**src/rtl/apb_arb_pkg.sv**
```systemverilog
// ============================================================================
// apb_arb_pkg : shared types, defaults and helpers for apb_req_arbiter
// Rev 1.0
// ============================================================================
`default_nettype none

package apb_arb_pkg;

    localparam int c_NUM_REQ_DEF = 4;
    localparam int c_ADDR_W_DEF  = 32;
    localparam int c_DATA_W_DEF  = 32;
    localparam int c_MAX_REQ     = 8;
    localparam int c_MAX_IDX_W   = 3;

    typedef enum logic [1:0] {
        IDLE   = 2'd0,
        SETUP  = 2'd1,
        ENABLE = 2'd2
    } apb_st_e;

    function automatic logic [c_MAX_REQ-1:0] onehot(input logic [c_MAX_IDX_W-1:0] idx);
        logic [c_MAX_REQ-1:0] v;
        v      = '0;
        v[idx] = 1'b1;
        return v;
    endfunction

endpackage

`default_nettype wire

```
**src/rtl/rr_arbiter.sv**
```systemverilog
// ============================================================================
// rr_arbiter : combinational round-robin pick, search starts at i_ptr and wraps
// Rev 1.0
// ============================================================================
`default_nettype none

module rr_arbiter
    import apb_arb_pkg::*;
#(
    parameter int NUM_REQ = c_NUM_REQ_DEF,
    parameter int IDX_W   = $clog2(c_NUM_REQ_DEF)
) (
    input  logic [NUM_REQ-1:0] i_req,
    input  logic [IDX_W-1:0]   i_ptr,
    output logic [IDX_W-1:0]   o_winner,
    output logic               o_any_req
);

    logic [IDX_W-1:0] w_idx;

    always_comb begin
        o_winner  = '0;
        o_any_req = 1'b0;
        w_idx     = '0;
        for (int i = 0; i < NUM_REQ; i++) begin
            w_idx = IDX_W'((int'(i_ptr) + i) % NUM_REQ);
            if (!o_any_req && i_req[w_idx]) begin
                o_winner  = w_idx;
                o_any_req = 1'b1;
            end
        end
    end

endmodule

`default_nettype wire

```
**src/rtl/apb_req_arbiter.sv**
```systemverilog
// ============================================================================
// apb_req_arbiter : round-robin APB master sharing one completer among NUM_REQ
// Rev 1.0
// ============================================================================
`default_nettype none

module apb_req_arbiter
    import apb_arb_pkg::*;
#(
    parameter int NUM_REQ = c_NUM_REQ_DEF,
    parameter int ADDR_W  = c_ADDR_W_DEF,
    parameter int DATA_W  = c_DATA_W_DEF
) (
    input  logic                      pclk,
    input  logic                      preset,
    input  logic [NUM_REQ-1:0]        req,
    input  logic [NUM_REQ-1:0]        req_write,
    input  logic [NUM_REQ*ADDR_W-1:0] req_addr,
    input  logic [NUM_REQ*DATA_W-1:0] req_wdata,
    output logic [NUM_REQ-1:0]        rsp_valid,
    output logic [DATA_W-1:0]         rsp_rdata,
    output logic                      busy,
    output logic [ADDR_W-1:0]         paddr,
    output logic                      psel,
    output logic                      penable,
    output logic                      pwrite,
    output logic [DATA_W-1:0]         pwdata,
    input  logic [DATA_W-1:0]         prdata
);

    localparam int c_IDX_W = $clog2(NUM_REQ);

    apb_st_e             state_q, state_d;
    logic [c_IDX_W-1:0]  grant_q, grant_d;
    logic [c_IDX_W-1:0]  ptr_q, ptr_d;
    logic [ADDR_W-1:0]   paddr_q, paddr_d;
    logic                pwrite_q, pwrite_d;
    logic [DATA_W-1:0]   pwdata_q, pwdata_d;

    logic [NUM_REQ-1:0]  w_grant_oh;
    logic [NUM_REQ-1:0]  w_arb_req;
    logic                w_arb_edge;
    logic [c_IDX_W-1:0]  w_win;
    logic                w_any;

    assign w_grant_oh = NUM_REQ'(onehot(c_MAX_IDX_W'(grant_q)));

    // At the edge closing ENABLE the served requester is masked and the
    // pointer already moves past it, so the search starts at grant+1.
    always_comb begin
        ptr_d      = ptr_q;
        w_arb_req  = req;
        w_arb_edge = 1'b0;
        case (state_q)
            IDLE: begin
                w_arb_edge = 1'b1;
            end
            ENABLE: begin
                w_arb_edge = 1'b1;
                w_arb_req  = req & ~w_grant_oh;
                ptr_d      = (grant_q == c_IDX_W'(NUM_REQ - 1)) ? '0 : grant_q + 1'b1;
            end
            default: ;
        endcase
    end

    rr_arbiter #(
        .NUM_REQ (NUM_REQ),
        .IDX_W   (c_IDX_W)
    ) u_rr_arbiter (
        .i_req     (w_arb_req),
        .i_ptr     (ptr_d),
        .o_winner  (w_win),
        .o_any_req (w_any)
    );

    always_ff @(posedge pclk or posedge preset) begin
        if (preset) begin
            state_q <= IDLE;
        end else begin
            state_q <= state_d;
        end
    end

    always_comb begin
        state_d = state_q;
        case (state_q)
            IDLE:    if (w_any) state_d = SETUP;
            SETUP:   state_d = ENABLE;
            ENABLE:  state_d = w_any ? SETUP : IDLE;
            default: state_d = IDLE;
        endcase
    end

    always_comb begin
        psel      = (state_q != IDLE);
        penable   = (state_q == ENABLE);
        busy      = (state_q != IDLE);
        rsp_valid = (state_q == ENABLE) ? w_grant_oh : '0;
        rsp_rdata = ((state_q == ENABLE) && !pwrite_q) ? prdata : '0;
    end

    always_comb begin
        grant_d  = grant_q;
        paddr_d  = paddr_q;
        pwrite_d = pwrite_q;
        pwdata_d = pwdata_q;
        if (w_arb_edge && w_any) begin
            grant_d  = w_win;
            paddr_d  = req_addr[int'(w_win)*ADDR_W +: ADDR_W];
            pwrite_d = req_write[w_win];
            pwdata_d = req_wdata[int'(w_win)*DATA_W +: DATA_W];
        end
    end

    always_ff @(posedge pclk or posedge preset) begin
        if (preset) begin
            grant_q  <= '0;
            ptr_q    <= '0;
            paddr_q  <= '0;
            pwrite_q <= 1'b0;
            pwdata_q <= '0;
        end else begin
            grant_q  <= grant_d;
            ptr_q    <= ptr_d;
            paddr_q  <= paddr_d;
            pwrite_q <= pwrite_d;
            pwdata_q <= pwdata_d;
        end
    end

    assign paddr  = paddr_q;
    assign pwrite = pwrite_q;
    assign pwdata = pwdata_q;

endmodule

`default_nettype wire

```
**config.mk**
```make
export PLATFORM = sky130hd
export DESIGN_NAME = apb_req_arbiter
export DESIGN_NICKNAME = d
export VERILOG_FILES = /design/src/rtl/apb_arb_pkg.sv /design/src/rtl/rr_arbiter.sv /design/src/rtl/apb_req_arbiter.sv
export SDC_FILE = /design/constraint.sdc
export NUM_CORES = 1
export LEC_CHECK = 0
export CORE_AREA = 2 2 157 159
export DETAILED_ROUTE_END_ITERATION = 6
export DIE_AREA = 0 0 159 161
export REMOVE_ABC_BUFFERS = 1
export SLEW_MARGIN = 15
export SYNTH_ARGS = -nofsm -noshare
export SYNTH_HDL_FRONTEND = slang
export SYNTH_SLANG_ARGS = --single-unit
```
**constraint.sdc**
```tcl
create_clock -name pclk -period 3.6 [get_ports pclk]
set_clock_uncertainty 0.15 [all_clocks]
set_input_delay 1.08 -clock pclk [delete_from_list [all_inputs] [get_ports pclk]]
set_output_delay 1.08 -clock pclk [all_outputs]
set_load 0.01 [all_outputs]
```
==> results of run 1 <==
-- power breakdown --
group / total, uW / switching [uW] / internal, uW
combinational: 3900 / 1940 / 1960
clock: 972 / 363 / 609
sequential: 1480 / 252 / 1230
total: 6350 / 2560 / 3800
-- layer usage --
metal	vias to the layer above	wire (um)
li1	2564	-
met1	2514	7510
met2	292	10700
met3	33	1680
met4	0	682
met5	-	0
-- worst max-delay path by stage --
stage,endpoint,slack (ns)
after floorplan,grant_q[1]$_DFFE_PP0P_,-3.81
after global placement,rsp_rdata[26],0.11
after detailed placement,rsp_rdata[6],0.12
after CTS,rsp_rdata[26],0.03
after global routing,rsp_rdata[26],0.05
final,rsp_rdata[26],0.10
-- worst reg2reg max path, cell delays in order (launching register included) --
cell and delay (ns):
dfrtp_1 0.41, ha_1 0.22, or4b_1 0.58, a21boi_4 0.18
clkinv_2 0.10, o21ai_1 0.10, a211oi_4 0.41, buf_12 0.24
a222oi_1 0.13, buf_4 0.16, a31oi_1 0.14
-- kinds of logic (layout without fill, tap and decap cells) --
family / count (synthesis) / after routing
simple gates: 185 / 185
compound gates: 150 / 150
flops: 71 / 71
buf+inv: 58 / 445
fa+ha+maj: 4 / 4
mux: 1 / 1
-- through the flow --
step                power, uW  setup WS [ns]
finish                   6350          0.103
detailed placement       5450          0.120
global placement         5390          0.108
CTS                      6460         0.0321
floorplan                3390          -3.81
global route             6840         0.0507
-- area by class of cell --
type,count,area [um2]
Inverter,11,43.8
Fill cell,2470,15000
Tap cell,324,405
Sequential cell,71,1780
Timing Repair Buffer,418,4240
Multi-Input combinational cell,340,2150
Clock inverter,5,82.6
Clock buffer,11,233
-- placed cells by master, fill, tap and decap left out, types with 2 or more instances in the layout --
| cell | instances |
|---|---|
| dfrtp_1 | 71 |
| buf_4 | 9 |
| inv_1 | 7 |
| clkbuf_1 | 2 |
| o21ai_1 | 2 |
| buf_12 | 8 |
| a31oi_1 | 65 |
| nand3b_1 | 4 |
| clkdlybuf4s50_1 | 401 |
| clkbuf_16 | 9 |
| o2111ai_1 | 2 |
| a222oi_1 | 65 |
| a21oi_1 | 5 |
| clkinv_4 | 2 |
| and2_1 | 33 |
| clkinv_2 | 3 |
| nand2_1 | 73 |
| inv_2 | 2 |
| nor2_1 | 66 |
| bufinv_16 | 2 |
| ha_1 | 4 |
-- sequential cells by signal (all words and copies together) (netlist names) --
name	cells
grant_q	2
state_q	2
ptr_q	2
pwrite	1
pwdata	32
paddr	32
-- cells in the mapped netlist --
cell type   n
a21o_1      1
a211oi_2    1
a21oi_2     1
o2111ai_1   2
nand2b_1    1
a222oi_1   65
nor3_2      1
o21ai_1     2
ha_1        4
clkbuf_1   28
a41oi_1     1
a22o_1      1
buf_4       8
nand4_1     1
nand3b_1    4
o2111a_1    1
inv_2       2
a31oi_1    66
buf_2      11
dfrtp_1    71
and3b_1     1
a21oi_1     5
nor2b_1     1
or4b_1      1
inv_1       8
nor2_1     66
o211ai_1    1
mux2_2      1
a221oi_1    1
or2_2       1
and2_1     33
a21boi_4    1
o21ai_0     1
nand2_1    73
clkinv_2    1
nand3_1     2
==> results.json, run 1 <==
{
  "grt_remaining_overflow": 0,
  "yosys.area.top_type_share_pct": 43.0,
  "synth_area_leaders": "dfrtp_1 (43%), a222oi_1 (16%), a31oi_1 (10%), nand2_1 (6.6%), nor2_1 (6.0%)",
  "critical-path-max-stage-delay_ns": 0.55,
  "yosys_register_bits": 71,
  "cp.arrival_ns": 2.27,
  "r2r-end": "paddr[20]$_DFFE_PP0P_",
  "layout-drive-gt1-share_pct": 5.26,
  "rsz0062_at_grt": "false",
  "cp_common_cell": "clkdlybuf4s50_1",
  "place_hpwl_um": 16100,
  "cts_sinks": 71,
  "cts.clk_slew.worst_paths_ns": 0.06,
  "grt_busiest_layer": "met2",
  "hold_viol_final": 0,
  "p_per_area_mw_per_mm2": 711,
  "cts_buffers": 9,
  "relSlewSlack_pct": 68.8,
  "io_buffer_count": 401,
  "area_growth_pct": 116,
  "syn_area_mm2": 0.00414,
  "initial_core_util_pct": 17.3,
  "p_leak_uw": 0.00340,
  "reg2reg_slack_ns": 0.69,
  "avgSynthCellArea_um2": 8.82,
  "ant_nets": 0,
  "die_y_um": 161,
  "crit_path_max_fanout": 1,
  "synthAdderAreaFrac_pct": 1.21,
  "vias_per_cell": 4.58,
  "utilization_pct": 37.3,
  "grt_util_met1_pct": 16.1,
  "end_kind": "primary output",
  "cp_top_family": "buffers and inverters",
  "path_cells": "clkdlybuf4s50_1 -> and2_1 -> clkdlybuf4s50_1",
  "track_usage_pct": 15.4,
  "status": "complete, but fails checks",
  "cts_tree": "yes",
  "crit_buf_inv": 2,
  "hold_ws_ns": 0.397,
  "antennaDiodeCount": 0,
  "r2r-start": "grant_q[0]$_DFFE_PP0P_",
  "yosysUniqueCellTypes": 36,
  "drc": 3,
  "floorplan.rows": 57,
  "worstMarginPinSlew_ns": 0.467,
  "ctsRootBufferMaster": "clkbuf_16",
  "place.gp.congestion": 0.771,
  "die_w_um": 159,
  "holdPathEnd": "pwdata[14]$_DFFE_PP0P_",
  "use_met2_pct": 28.6,
  "worstRegToRegCells": 10,
  "grt_pass1_wl_um": 30700,
  "crit_slowest_cell": "clkdlybuf4s50_1",
  "routedWlPerCell_um": 17.4,
  "drt_iter0_drc": 412,
  "slew_violations": 0,
  "cp.required_ns": 2.37,
  "synth_area_leader_cell": "dfrtp_1",
  "use_met3_pct": 3.95,
  "placed_cells": 1164,
  "vias": 5403,
  "hold_depth": 2,
  "fin_crit_ns": 3.50,
  "core_area_mm2": 0.0240,
  "violations": "DRC",
  "finalSetupViolations": 0,
  "vdd_drop_max_uv": 301,
  "placed_cell_area_mm2": 0.00862,
  "wl_um": 20500,
  "min_path_type": "reg -> reg",
  "maxCapViolCount": 0,
  "synth_top_family_by_area": "compound AO/OA/AOI/OAI gates",
  "htreeDepth": 3,
  "die_area_mm2": 0.0256,
  "hold_path.startpoint": "pwdata[14]$_DFFE_PP0P_",
  "fmax_mhz": 286,
  "postCtsResizedCells": 0,
  "post_cts_buffers": 0,
  "cts_hold_buf": 0,
  "yosys.area_share.simple_pct": 19.9,
  "clock_latency_ns": 0.33,
  "fin_cells": 1180,
  "fin_tns_setup_ns": 0,
  "ios": 402,
  "drt_pre_antenna_iters": 7,
  "muxShareOfSynthArea_pct": 0.272,
  "synthCells": 469,
  "final_nets": 1153,
  "startpoint_type": "input pin",
  "yosys_warnings": 0,
  "grt_pass1_vias": 5448,
  "worstSetupPathDepth": 3,
  "startpoint": "prdata[26]",
  "path_class": "in -> out",
  "antenna_found_initial": 0,
  "clk_path_buf_depth": 2,
  "grt_max_degree": 70,
  "timing.final.crit_share_pct": 97.1,
  "synth_seq_area_share_pct": 43.0,
  "synthXorXnorAreaFrac_pct": 0,
  "synth_compound_area_share_pct": 29.3,
  "design_area_mm2": 0.00893
}
No activity file was read; power rests on OpenSTA's default activity.
==> run 2, diff against run 1 <==
--- a/config.mk
+++ b/config.mk
@@ -5,9 +5,10 @@
 export SDC_FILE = /design/constraint.sdc
 export NUM_CORES = 1
 export LEC_CHECK = 0
-export CORE_AREA = 2 2 157 159
+export ABC_AREA = 0
+export CORE_AREA = 2 2 154 156
 export DETAILED_ROUTE_END_ITERATION = 6
-export DIE_AREA = 0 0 159 161
+export DIE_AREA = 0 0 156 158
 export REMOVE_ABC_BUFFERS = 1
 export SLEW_MARGIN = 15
 export SYNTH_ARGS = -nofsm -noshare
==> constraint.sdc (replaced) <==
create_clock -name pclk -period 4.2 [get_ports pclk]
set_clock_uncertainty 0.15 [all_clocks]
set_input_delay 1.26 -clock pclk [delete_from_list [all_inputs] [get_ports pclk]]
set_output_delay 1.26 -clock pclk [all_outputs]
set_load 0.01 [all_outputs]
==> run 2 against run 1 <==
Against the previous run: the flow still finishes with violations (DRC); non-clock buffer count decreased by 5; clock power decreased by 13%; via count decreased by 1.1%; setup slack improved by 0.26 ns; first-iteration DRC count decreased by 2.4%; worst hold slack got worse by 0.0020 ns; critical path depth unchanged; critical path type unchanged; critical endpoint is now rsp_rdata[29]; highest routed layer unchanged.
==> results.json, run 2 (same netlist as run 1, synthesis figures left out) <==
{
  "place_hpwl_um": 15400,
  "core_area_mm2": 0.0231,
  "clk_path_buf_depth": 2,
  "vias_per_cell": 4.68,
  "place.gp.congestion": 0.825,
  "clock_latency_ns": 0.34,
  "fin_cells": 1141,
  "layout-drive-gt1-share_pct": 4.70,
  "drt_iter0_drc": 402,
  "placed_cell_area_mm2": 0.00850,
  "mostFrequentLayoutCells": "clkdlybuf4s50_1 (401), nand2_1 (73), dfrtp_1 (71)",
  "vdd_drop_max_uv": 337,
  "hold_depth": 2,
  "floorplan.rows": 56,
  "design_area_mm2": 0.00882,
  "cts_tree": "yes",
  "die_w_um": 156,
  "vias": 5344,
  "num-fill-cells": 2337,
  "maxCapViolCount": 0,
  "hold_ws_ns": 0.395,
  "startpoint_type": "input pin",
  "end_kind": "primary output",
  "cts.clk_slew.worst_paths_ns": 0.06,
  "die_area_mm2": 0.0246,
  "cp.required_ns": 2.79,
  "timing.final.crit_share_pct": 91.4,
  "routedWlPerCell_um": 17.8,
  "ios": 402,
  "drc": 6,
  "min_path_type": "reg -> reg",
  "path_cells": "clkdlybuf4s50_1 -> and2_1 -> clkdlybuf4s50_1",
  "io_buffer_count": 401,
  "status": "complete, but fails checks",
  "drt_pre_antenna_iters": 7,
  "antenna_found_initial": 0,
  "grt_pass1_wl_um": 29800,
  "worstMarginPinSlew_ns": 0.645,
  "fmax_mhz": 260,
  "cts_hold_buf": 0,
  "final_nets": 1148,
  "final_common_cell": "clkdlybuf4s50_1",
  "die_y_um": 158,
  "cp.arrival_ns": 2.43,
  "grt_pass1_vias": 5302,
  "crit_path_max_fanout": 1,
  "cts_buffers": 9,
  "placed_cells": 1125,
  "grt_remaining_overflow": 0,
  "violations": "DRC",
  "track_usage_pct": 15.7,
  "seq_area_mm2": 0.00178,
  "wl_um": 20300,
  "ctsRootBufferMaster": "clkbuf_16",
  "slew_violations": 0,
  "hold_viol_final": 0,
  "p_per_area_mw_per_mm2": 611,
  "ant_nets": 0,
  "area_growth_pct": 113,
  "relSlewSlack_pct": 57.0,
  "finalSetupViolations": 0,
  "total_power_uw": 5390,
  "rsz0062_at_grt": "false",
  "htreeDepth": 3,
  "cp_common_cell": "clkdlybuf4s50_1",
  "postCtsResizedCells": 0,
  "crit_slowest_cell": "clkdlybuf4s50_1",
  "p_leak_uw": 0.00337,
  "fin_crit_ns": 3.84,
  "critical-path-max-stage-delay_ns": 0.54,
  "grt_max_degree": 82,
  "path_class": "in -> out",
  "worstRegToRegCells": 10,
  "antennaDiodeCount": 0,
  "post_cts_buffers": 0,
  "initial_core_util_pct": 17.9,
  "cts_sinks": 71,
  "multiInputGateArea_mm2": 0.00215
}
-- run 2: layout make-up --
cell class / count / area share, %
Sequential cell: 71 / 20.1
Clock buffer: 11 / 2.75
Clock inverter: 5 / 0.922
Timing Repair Buffer: 413 / 47.2
Inverter: 11 / 0.496
Tap cell: 290 / 4.11
Multi-Input combinational cell: 340 / 24.4
-- run 2: per-layer routing --
metal	GRT usage, %	wire (um)	vias up	share of wire [%]
li1	-	-	2556	-
met1	17.5	7730	2473	38
met2	29.0	10400	300	51
met3	4.46	1870	15	9.2
met4	4.54	257	0	1.3
met5	0	0	-	0
-- run 2: critical path, delay by kind of cell --
kind | cells | cell delay, ns
buffers and inverters | 2 | 1.01
AND/OR/NAND/NOR | 1 | 0.16
-- run 2: path summary, 6_finish.rpt --
check	start	endpoint	slack, ns
min	pwdata[4]$_DFFE_PP0P_	pwdata[4]$_DFFE_PP0P_	0.39
max	prdata[29]	rsp_rdata[29]	0.36
max reg2reg	grant_q[0]$_DFFE_PP0P_	pwdata[7]$_DFFE_PP0P_	1.21
min reg2reg	pwdata[4]$_DFFE_PP0P_	pwdata[4]$_DFFE_PP0P_	0.39
max in group asynchronous	preset	pwdata[21]$_DFFE_PP0P_	2.09
min in group asynchronous	preset	paddr[18]$_DFFE_PP0P_	1.17
-- run 2: per-stage QoR --
| step | worst slack, ns | TNS, ns | util (%) |
|---|---|---|---|
| global placement | 0.325 | 0 | 36.9 |
| CTS | 0.329 | 0 | 38.3 |
| floorplan | -3.39 | -209.90 | - |
| finish | 0.360 | 0 | 38.3 |
| global route | 0.317 | 0 | 38.3 |
| detailed placement | 0.325 | 0 | 36.9 |
-- run 2: power breakdown --
| part | switching, uW | total (uW) | internal [uW] |
|---|---|---|---|
| combinational | 1650 | 3260 | 1620 |
| sequential | 225 | 1280 | 1060 |
| clock | 311 | 848 | 537 |
| total | 2190 | 5390 | 3210 |
==> run 3, diff against run 2 <==
--- a/config.mk
+++ b/config.mk
@@ -9,6 +9,7 @@
 export CORE_AREA = 2 2 154 156
 export DETAILED_ROUTE_END_ITERATION = 6
 export DIE_AREA = 0 0 156 158
+export GPL_TIMING_DRIVEN = 0
 export REMOVE_ABC_BUFFERS = 1
 export SLEW_MARGIN = 15
 export SYNTH_ARGS = -nofsm -noshare
==> run 3 against run 2 <==
Against the previous run: die area stayed put; highest routed layer unchanged; combinational power is 6.1% higher; final area is 2.4% higher; wire length is 1.1% lower; first-iteration DRC count is 20% higher; non-clock buffer count is 3 higher; largest power group unchanged; global-route usage is 0.18 points lower; sequential cell count stayed put; clock power is 7.5% higher; the run still ends with DRC left.
==> results.json, run 3 (same netlist as run 1, synthesis figures left out) <==
{
  "fmax_mhz": 260,
  "clock_latency_ns": 0.34,
  "grt_pass1_wl_um": 29300,
  "cts.clk_slew.worst_paths_ns": 0.06,
  "grt_remaining_overflow": 0,
  "cts_sinks": 71,
  "p_sw_share_pct": 39.4,
  "cts_buffers": 9,
  "clockPowerShare_pct": 16.1,
  "use_met3_pct": 5.17,
  "grt_max_degree": 41,
  "ant_nets": 0,
  "mostFrequentLayoutCells": "clkdlybuf4s50_1 (401), nand2_1 (73), dfrtp_1 (71)",
  "grt_util_met1_pct": 17.6,
  "min_path_type": "reg -> reg",
  "relSlewSlack_pct": 48.9,
  "wl_um": 20000,
  "routedWlPerCell_um": 17.5,
  "initial_core_util_pct": 17.9,
  "worstMarginPinSlew_ns": 0.765,
  "layout-drive-gt1-share_pct": 5.16,
  "fin_tns_setup_ns": 0,
  "end_kind": "primary output",
  "violations": "DRC",
  "maxCapViolCount": 0,
  "drt_pre_antenna_iters": 7,
  "fin_crit_ns": 3.85,
  "drt_iter0_drc": 483,
  "antennaDiodeCount": 0,
  "vias_per_cell": 4.69,
  "core_area_mm2": 0.0231,
  "finalSetupViolations": 0,
  "post_cts_buffers": 0,
  "antenna_found_initial": 0,
  "vias": 5358,
  "clk_path_buf_depth": 2,
  "path_class": "in -> out",
  "rsz0062_at_grt": "false",
  "p_sw_uw": 2230,
  "cts_tree": "yes",
  "p_seq_share_pct": 22.5,
  "crit_path_max_fanout": 1,
  "grt_pass1_vias": 5134,
  "htreeDepth": 3,
  "ctsRootBufferMaster": "clkbuf_16",
  "hold_viol_final": 0,
  "status": "complete, but fails checks",
  "cp.arrival_ns": 2.44,
  "startpoint_type": "input pin",
  "total_power_uw": 5650,
  "cp.required_ns": 2.79,
  "final_nets": 1151,
  "utilization_pct": 39.2,
  "power.internal_uw": 3420,
  "floorplan.rows": 56,
  "area_growth_pct": 118,
  "timing.final.crit_share_pct": 91.7,
  "p_per_area_mw_per_mm2": 625,
  "io_buffer_count": 401,
  "die_w_um": 156,
  "vdd_drop_max_uv": 220,
  "ios": 402,
  "track_usage_pct": 15.5,
  "use_met2_pct": 27.9,
  "place.gp.congestion": 0.787,
  "slew_violations": 0,
  "final_common_cell": "clkdlybuf4s50_1",
  "place_hpwl_um": 15900,
  "p_leak_uw": 0.00345,
  "die_area_mm2": 0.0246,
  "drc": 23,
  "p_comb_share_pct": 61.3,
  "grt_busiest_layer": "met2",
  "die_y_um": 158
}
run 3: path summary, 6_finish.rpt:
check	slack (ns)	cells after the start	startpoint	end
setup / recovery	0.35	3	prdata[29]	rsp_rdata[29]
hold / removal	0.39	2	paddr[27]$_DFFE_PP0P_	paddr[27]$_DFFE_PP0P_
setup reg to reg	0.81	10	grant_q[0]$_DFFE_PP0P_	pwdata[7]$_DFFE_PP0P_
hold reg to reg	0.39	2	paddr[27]$_DFFE_PP0P_	paddr[27]$_DFFE_PP0P_
max in group asynchronous	2.18	3	preset	pwdata[20]$_DFFE_PP0P_
min in group asynchronous	1.14	2	preset	pwdata[22]$_DFFE_PP0P_
run 3: per-layer routing:
| layer | wire (um) | vias to the layer above |
|---|---|---|
| li1 | - | 2561 |
| met1 | 7560 | 2488 |
| met2 | 10200 | 295 |
| met3 | 1980 | 14 |
| met4 | 266 | 0 |
| met5 | 0 | - |
run 3: timing repair:
action,in CTS,in global routing
hold endpoints to repair,0,0
hold buffers,0,0
gates resized for setup,0,1
setup endpoints to repair,0,32
run 3: area by class of cell:
cell class	count	area, um2
Clock buffer	10	239
Clock inverter	5	106
Fill cell	2309	14000
Inverter	11	45.0
Multi-Input combinational cell	340	2160
Sequential cell	71	1780
Tap cell	290	363
Timing Repair Buffer	416	4340
run 3: worst max-delay path, stage by stage:
cell	delay (ns)
clkdlybuf4s50_1	0.45
and2_1	0.18
clkdlybuf4s50_1	0.55
run 3: stage by stage:
| step | std cells | instance area (um2) | hold slack [ns] | setup WS, ns |
|---|---|---|---|---|
| floorplan | 422 | 3920 | 0.366 | -3.39 |
| global placement | 1113 | 8290 | 0.384 | -7.16 |
| detailed placement | 1128 | 8680 | 0.389 | 0.249 |
| CTS | 1143 | 9030 | 0.401 | 0.0399 |
| global route | 1143 | 9030 | 0.420 | 0.159 |
| finish | 1143 | 9030 | 0.394 | 0.350 |
run 3: power groups by stage:
stage               Clock (uW)  Sequential [uW]  Combinational (uW)
floorplan                    0             1420                1540
global route               977             1330                3760
finish                     912             1270                3460
CTS                        954             1280                3520
global placement             0             1280                3150
detailed placement           0             1290                3500
